--- config.mk ---
export PLATFORM = sky130hd
export DESIGN_NAME = slc3_isdu
export DESIGN_NICKNAME = d
export VERILOG_FILES = /design/src/rtl/slc3_isdu.sv
export SDC_FILE = /design/constraint.sdc
export NUM_CORES = 1
export LEC_CHECK = 0
export ABC_AREA = 1
export CAP_MARGIN = 15
export CELL_PAD_IN_SITES_DETAIL_PLACEMENT = 0
export CELL_PAD_IN_SITES_GLOBAL_PLACEMENT = 1
export CORE_MARGIN = 1
export CORE_UTILIZATION = 27
export CTS_BUF_LIST = sky130_fd_sc_hd__clkbuf_2
export DETAILED_ROUTE_END_ITERATION = 8
export PLACE_DENSITY = 0.81
export REMOVE_ABC_BUFFERS = 1
export SYNTH_ARGS = -nofsm -noshare
export SYNTH_HDL_FRONTEND = slang
export SYNTH_SLANG_ARGS = --single-unit
--- constraint.sdc ---
create_clock -name Clk -period 1.5 [get_ports Clk]
set_clock_uncertainty 0.1 [all_clocks]
set_input_delay 0.3 -clock Clk [delete_from_list [all_inputs] [get_ports Clk]]
set_output_delay 0.3 -clock Clk [all_outputs]
set_load 0.01 [all_outputs]
--- src/rtl/slc3_isdu.sv ---
// SLC-3 instruction sequence/decode unit: Moore FSM driving every datapath
// load, bus gate, mux select and memory strobe for fetch/decode/execute.
module slc3_isdu #(
  parameter int MEM_WAIT          = 3,
  parameter bit PAUSE_AFTER_FETCH = 1'b1
) (
  input  logic       Clk,
  input  logic       Reset,
  input  logic       Run,
  input  logic       Continue,
  input  logic [3:0] Opcode,
  input  logic       IR_5,
  input  logic       IR_11,
  input  logic       BEN,
  output logic       LD_MAR, LD_MDR, LD_IR, LD_BEN, LD_CC, LD_REG, LD_PC, LD_LED,
  output logic       GatePC, GateMDR, GateALU, GateMARMUX,
  output logic [1:0] PCMUX,
  output logic       DRMUX, SR1MUX, SR2MUX, ADDR1MUX,
  output logic [1:0] ADDR2MUX,
  output logic [1:0] ALUK,
  output logic       Mem_OE, Mem_WE
);

  typedef enum logic [4:0] {
    HALTED, S18, RD_F, S35, PIR1, PIR2, S32,
    S1, S5, S9, S22, S12, S4, S21, S20,
    S6, RD_L, S27, S7, S23, WR, PI1, PI2
  } state_t;

  localparam logic [2:0] LAST = 3'(MEM_WAIT - 1);

  state_t     state, state_n;
  logic [2:0] cnt;
  logic       in_mem, mem_done;

  assign in_mem   = (state == RD_F) || (state == RD_L) || (state == WR);
  assign mem_done = (cnt == LAST);

  always_ff @(posedge Clk) begin
    if (Reset) begin
      state <= HALTED;
      cnt   <= '0;
    end else begin
      state <= state_n;
      // counter restarts on every entry into a memory access
      cnt   <= (in_mem && state_n == state) ? cnt + 3'd1 : 3'd0;
    end
  end

  always_comb begin
    state_n = state;
    unique case (state)
      HALTED: if (Run) state_n = S18;
      S18:    state_n = RD_F;
      RD_F:   if (mem_done) state_n = S35;
      S35:    state_n = PAUSE_AFTER_FETCH ? PIR1 : S32;
      PIR1:   if (Continue) state_n = PIR2;
      PIR2:   if (!Continue) state_n = S32;
      S32: begin
        unique case (Opcode)
          4'b0001: state_n = S1;
          4'b0101: state_n = S5;
          4'b1001: state_n = S9;
          4'b0000: state_n = BEN ? S22 : S18;
          4'b1100: state_n = S12;
          4'b0100: state_n = S4;
          4'b0110: state_n = S6;
          4'b0111: state_n = S7;
          4'b1101: state_n = PI1;
          default: state_n = S18;
        endcase
      end
      S4:     state_n = IR_11 ? S21 : S20;
      S6:     state_n = RD_L;
      RD_L:   if (mem_done) state_n = S27;
      S7:     state_n = S23;
      S23:    state_n = WR;
      WR:     if (mem_done) state_n = S18;
      PI1:    if (Continue) state_n = PI2;
      PI2:    if (!Continue) state_n = S18;
      default: state_n = S18;
    endcase
  end

  always_comb begin
    {LD_MAR, LD_MDR, LD_IR, LD_BEN, LD_CC, LD_REG, LD_PC, LD_LED} = '0;
    {GatePC, GateMDR, GateALU, GateMARMUX} = '0;
    PCMUX = 2'b00; ADDR2MUX = 2'b00; ALUK = 2'b00;
    {DRMUX, SR1MUX, SR2MUX, ADDR1MUX, Mem_OE, Mem_WE} = '0;
    unique case (state)
      S18: begin GatePC = 1'b1; LD_MAR = 1'b1; LD_PC = 1'b1; end
      RD_F, RD_L: begin Mem_OE = 1'b1; LD_MDR = mem_done; end
      S35: begin GateMDR = 1'b1; LD_IR = 1'b1; end
      S32: LD_BEN = 1'b1;
      S1, S5, S9: begin
        GateALU = 1'b1; LD_REG = 1'b1; LD_CC = 1'b1;
        SR1MUX = 1'b1; SR2MUX = IR_5;
        ALUK = (state == S5) ? 2'b01 : (state == S9) ? 2'b10 : 2'b00;
      end
      S22: begin LD_PC = 1'b1; PCMUX = 2'b10; ADDR2MUX = 2'b10; end
      S12, S20: begin LD_PC = 1'b1; PCMUX = 2'b10; SR1MUX = 1'b1; ADDR1MUX = 1'b1; end
      S4:  begin GatePC = 1'b1; DRMUX = 1'b1; LD_REG = 1'b1; end
      S21: begin LD_PC = 1'b1; PCMUX = 2'b10; ADDR2MUX = 2'b11; end
      S6, S7: begin
        GateMARMUX = 1'b1; LD_MAR = 1'b1; SR1MUX = 1'b1; ADDR1MUX = 1'b1; ADDR2MUX = 2'b01;
      end
      S27: begin GateMDR = 1'b1; LD_REG = 1'b1; LD_CC = 1'b1; end
      S23: begin ALUK = 2'b11; GateALU = 1'b1; LD_MDR = 1'b1; end
      WR:  Mem_WE = 1'b1;
      PI1, PI2: LD_LED = 1'b1;
      default: ;
    endcase
  end

endmodule

==> flow_summary.ini, run 1 <==
[outcome]
status = finished, violations left
violations = negative setup slack

[die]
die_area_um2 = 4000
core-area_um2 = 3470
die_w_um = 63.3
fp-row-count = 21
ios = 35
start_util = 0.292
chipHeight_um = 63.3

[layout]
finalNetCount = 315
diodes = 0
drive_gt1_frac = 0.643
syn2layout_area_growth_pct = 139
fillers = 284
fin_area_um2 = 2420
stdcell_count = 346

[power_and_ir_drop]
totalPowerFinal_mw = 2.03
p_leak_nw = 1.28
power_density_nw_per_um2 = 839
peakVddDrop_v = 0.000403

[critical_path]
crit_chain = inv_2, nor2_4, inv_2, nor3_2, nor2_1, o21ai_2, inv_2, buf_6, nand3_2, buf_6
critPathLaunchType = flip-flop
worstPathRequired_ps = 1100
arrival_ps = 1520
cpMostUsedCell = inv_2
rrSetupSlack_ps = -340
critPathMaxFanout = 3
critPathSlowestCell = dfxtp_2
critPathKind = reg2out
rr_worst_depth = 14
r2r_start = state[2]
end_kind = primary output
r2r_end = cnt[1]
max_stage_delay_ps = 340

[run]
cap_viol_max_count = 0

[yosys]
synth_top_cell_area_share = 0.189
synth_seq_cells = 8
yosysMostFrequentCell = nand2_1
synth-edff-count = 0
synth_top_area_cell = nand2_1
ys_top_cells_by_count = nand2_1, inv_1, nor2_1, nand3_1, o21ai_0
syn-mean-instance-area_um2 = 5.48
syn_area_um2 = 1010
async_reset_ff_frac = 0
yosysWarnings = 0
ys_top_cells_by_area = nand2_1, dfxtp_1, inv_1
ys.flop_type = dfxtp_1
synth-seq-area-share = 0.158
syn_inst = 185
synth_cell_type_count = 24

[sta]
maxSlewViolCount = 0
rsz0062_at_grt = yes
worst_slack_ps = -423
post-route-period-util = 1.28
setup_viol = 31
final_hold_viol_count = 0
period_needed_ps = 1920
fmax_ghz = 0.520

[detailed_routing]
vias = 1592
vias_per_cell = 4.60
wl_per_cell_um = 12.8
dr.pass1.iters = 4
ant_nets = 0
drt_wl_total_um = 4430
drc = 0
drtIter0Drc = 71

[place]
place_area_um2 = 1810
dp_slack_ps = -695
dp_hpwl_um = 2850
dp_cells = 319
io_buffer_count = 33
place_congestion = 0.936

[global_route]
grt_pass1_wl_um = 6700
grt.overflow.total = 0
grt_pass1_vias = 1511
antenna_found_initial = 0
gr-usage-all-layers = 0.212
grt_max_degree = 8

[cts]
cts_buffers = 3
cts_tree = built
cts_root_buf = clkbuf_2
clkSinkCount = 8
cts.clk_slew.worst_paths_ps = 80
htreeDepth = 1
clk_latency_ps = 230
clockBufferDepth = 2

[min_path]
worstHoldEndpoint = cnt[0]
worstHoldStart = cnt[0]
min_delay_path_depth = 2
worstHoldPathType = reg2reg
[flip-flops by register name, summed over array words and instances (netlist names)]
signal	cells
state	5
cnt	3
[where the power goes]
group	internal (mW)	switching, mW	total [mW]	leakage [nW]
combinational	0.765	0.826	1.59	1.20
clock	0.0546	0.0707	0.125	0.0125
sequential	0.259	0.0574	0.316	0.0683
[timing repair]
| action | in CTS | in global routing |
|---|---|---|
| hold buffers | 0 | 0 |
| gates resized for setup | 179 | 60 |
| pin swaps | 23 | 26 |
| endpoints found under the setup margin | 30 | 31 |
| setup buffers | 18 | 10 |
[through the flow]
step	utilization	setup TNS [ps]	hold WS, ps
floorplan	-	-841	269
global placement	0.523	-13390	394
detailed placement	0.523	-13770	407
CTS	0.627	-8340	419
global route	0.698	-11850	444
finish	0.698	-9140	414
[worst max path at each step]
stage / from / to / slack, ps / depth (start not counted)
finish: state[3] / SR1MUX / -420 / 10
global route: state[3] / SR1MUX / -520 / 10
CTS: state[3] / LD_CC / -410 / 10
detailed placement: state[3] / LD_REG / -700 / 9
global placement: state[3] / LD_REG / -680 / 9
floorplan: state[0] / LD_REG / -170 / 8
[worst max-delay path, delay by kind of cell, from the launching register on]
kind                   cells  cell delay (ps)
DFF                        1              340
buffers and inverters      5              440
and+or+nand+nor            4              450
AOI/OAI and AO/OA          1               80
[final cells by class]
type	count	area, um^2	share of cell area
multi-input combinational	140	1020	0.423
tap	46	57.6	0.0238
inverter	36	145	0.0599
sequential	8	176	0.0729
timing repair buffer	113	1000	0.414
clock buffer	3	15.0	0.00620
[placed cells by master (no fill, tap or decap), types with 3 or more instances in the layout]
cell type	Yosys	layout
o21ai_1	0	3
buf_2	0	8
o21ai_0	9	5
nand2_2	1	11
inv_2	5	14
buf_6	0	40
nand3_2	3	4
buf_4	1	55
nor2_4	7	16
nor2_2	3	9
nor2_1	26	11
a21oi_1	5	4
inv_1	31	19
clkdlybuf4s50_1	0	10
nand3_1	13	7
a31oi_1	4	3
clkbuf_2	0	3
dfxtp_1	8	3
nand2_1	51	33
nand2_4	0	8
o211ai_1	3	3
dfxtp_4	0	4
nand3_4	0	5
[per-layer routing]
metal	global-route usage	part of all wire	up-vias
met2	0.394	0.52	55
met5	0	0	-
li1	-	-	812
met3	0.0199	0.048	13
met4	0.0767	0.029	0
met1	0.249	0.41	712
[cells by family (layout without fill, tap and decap cells)]
logic type	after synthesis	count (layout)	synth area share
adders and majority gates	2	2	0.0247
DFF	8	8	0.158
and+or+nand+nor	111	111	0.520
other	1	1	0.00370
xor gates and xnor gates	1	1	0.00864
buffers and inverters	37	152	0.141
AOI/OAI and AO/OA	25	25	0.144
(Power assumes the default switching activity.)
==> inputs of run 2 (changes only) <==
--- a/config.mk
+++ b/config.mk
@@ -6,7 +6,7 @@
 export NUM_CORES = 1
 export LEC_CHECK = 0
 export ABC_AREA = 1
-export CAP_MARGIN = 15
+export CAP_MARGIN = 0
 export CELL_PAD_IN_SITES_DETAIL_PLACEMENT = 0
 export CELL_PAD_IN_SITES_GLOBAL_PLACEMENT = 1
 export CORE_MARGIN = 1
@@ -15,6 +15,7 @@
 export DETAILED_ROUTE_END_ITERATION = 8
 export PLACE_DENSITY = 0.81
 export REMOVE_ABC_BUFFERS = 1
+export SETUP_SLACK_MARGIN = 0.5
 export SYNTH_ARGS = -nofsm -noshare
 export SYNTH_HDL_FRONTEND = slang
 export SYNTH_SLANG_ARGS = --single-unit
==> flow_summary.ini, run 2 (synthesized netlist as in run 1, its figures left out) <==
[critical_path]
worstPathRequired_ps = 1100
end_kind = primary output
critPathMaxFanout = 4
r2r_end = cnt[1]
critPathLaunchType = flip-flop
crit_path_start = state[0]
critPathKind = reg2out
arrival_ps = 1550
rrSetupSlack_ps = -320
rr_worst_depth = 15
crit_end = SR1MUX
r2r_start = state[2]

[cts]
clockBufferDepth = 2
cts_tree = built
clkSinkCount = 8
cts_hold_buf = 0
htreeDepth = 1
cts.clk_slew.worst_paths_ps = 80
cts_root_buf = clkbuf_2
cts_buffers = 3
clk_latency_ps = 240

[sta]
worst_slack_ps = -447
setup_viol = 31
fmax_ghz = 0.514
maxSlewViolCount = 0
period_needed_ps = 1950
final_hold_viol_count = 0
rsz0062_at_grt = yes
post-route-period-util = 1.30

[layout]
fillers = 266
final_cell_mix = buf_4, buf_6, nand2_1
fin_area_um2 = 2480
layout_commonest_cell = buf_4
largest_reg_flops = 5
stdcell_count = 349
top_register = state
diodes = 0
reg_top3 = state (5), cnt (3)
drive_gt1_frac = 0.670
finalNetCount = 318
syn2layout_area_growth_pct = 145

[die]
chipHeight_um = 63.3
fp-row-count = 21
ios = 35
core-area_um2 = 3470
start_util = 0.292
die_area_um2 = 4000
die_w_um = 63.3

[place]
place_area_um2 = 1810
dp_hpwl_um = 2850
place_congestion = 0.936
dp_slack_ps = -695
dp_cells = 319
io_buffer_count = 33

[power_and_ir_drop]
peakVddDrop_v = 0.000464
p_leak_nw = 1.31
totalPowerFinal_mw = 2.06
power_density_nw_per_um2 = 830

[run]
cap_viol_max_count = 0

[global_route]
grt_pass1_wl_um = 6700
antenna_found_initial = 0
grt_pass1_vias = 1509
gr-usage-all-layers = 0.213
grt_max_degree = 8
grt.overflow.total = 0

[outcome]
status = finished, violations left
violations = negative setup slack

[detailed_routing]
ant_nets = 0
vias_per_cell = 4.72
dr.pass1.iters = 4
drc = 0
drt_wl_total_um = 4650
wl_per_cell_um = 13.3
drtIter0Drc = 52
vias = 1648

[min_path]
worstHoldPathType = reg2reg
==> run 2: changes by cell type in the layout (fill, tap and decap cells not counted) <==
cell,change
nand2_2,+4
nand2_4,+2
buf_4,-2
nand2_1,-6
buf_6,+5
a21oi_1,-1
nor3_4,-1
nor3_2,+1
a21oi_2,+1
==> run 2: how the worst min path moves through the flow <==
stage / to / cells after the start / slack (ps) / from
2_1_floorplan: state[3] / 1 / 270 / Reset
3_3_place_gp: cnt[0] / 2 / 390 / cnt[0]
3_5_place_dp: cnt[0] / 2 / 410 / cnt[0]
4_1_cts: cnt[0] / 2 / 420 / cnt[0]
5_1_grt: cnt[0] / 2 / 440 / cnt[0]
6_report: cnt[0] / 2 / 410 / cnt[0]
==> run 2: where the power goes <==
group	switching (mW)	internal (mW)
combinational	0.837	0.780
sequential	0.0587	0.259
clock	0.0745	0.0545
total	0.970	1.09
==> run 2: timing repair <==
action,CTS,global route
cloned,0,0
gates resized for setup,180,69
buffers inserted,18,9
pin swaps,23,24
setup endpoints to repair,31,31
==> run 2: metrics by stage <==
stage	utilization	hold slack, ps	setup TNS (ps)
final	0.716	415	-9900
after global placement	0.523	394	-13390
after CTS	0.630	419	-8530
after floorplan	-	269	-841
after global routing	0.716	444	-12350
after detailed placement	0.523	407	-13770
==> run 2: critical path, stage by stage (launching register included) <==
cell and delay, ps:
dfxtp_4 370, buf_6 130, nor2_4 160, inv_2 60, o22ai_2 190, nand2_2 90
buf_6 140, nand3_2 70, buf_6 100
==> run 2: layer usage <==
metal	vias up	track usage	wire length, um
met5	-	0	0
met4	0	0.0767	212
met3	18	0.0199	190
met2	68	0.395	2380
met1	737	0.249	1870
li1	825	-	-
==> run 2: final cells by class <==
class | count | area, um^2 | area share
clock buffer | 3 | 15.0 | 0.00604
sequential | 8 | 176 | 0.0710
inverter | 36 | 145 | 0.0584
timing repair buffer | 116 | 1040 | 0.420
multi-input combinational | 140 | 1050 | 0.421
tap | 46 | 57.6 | 0.0232
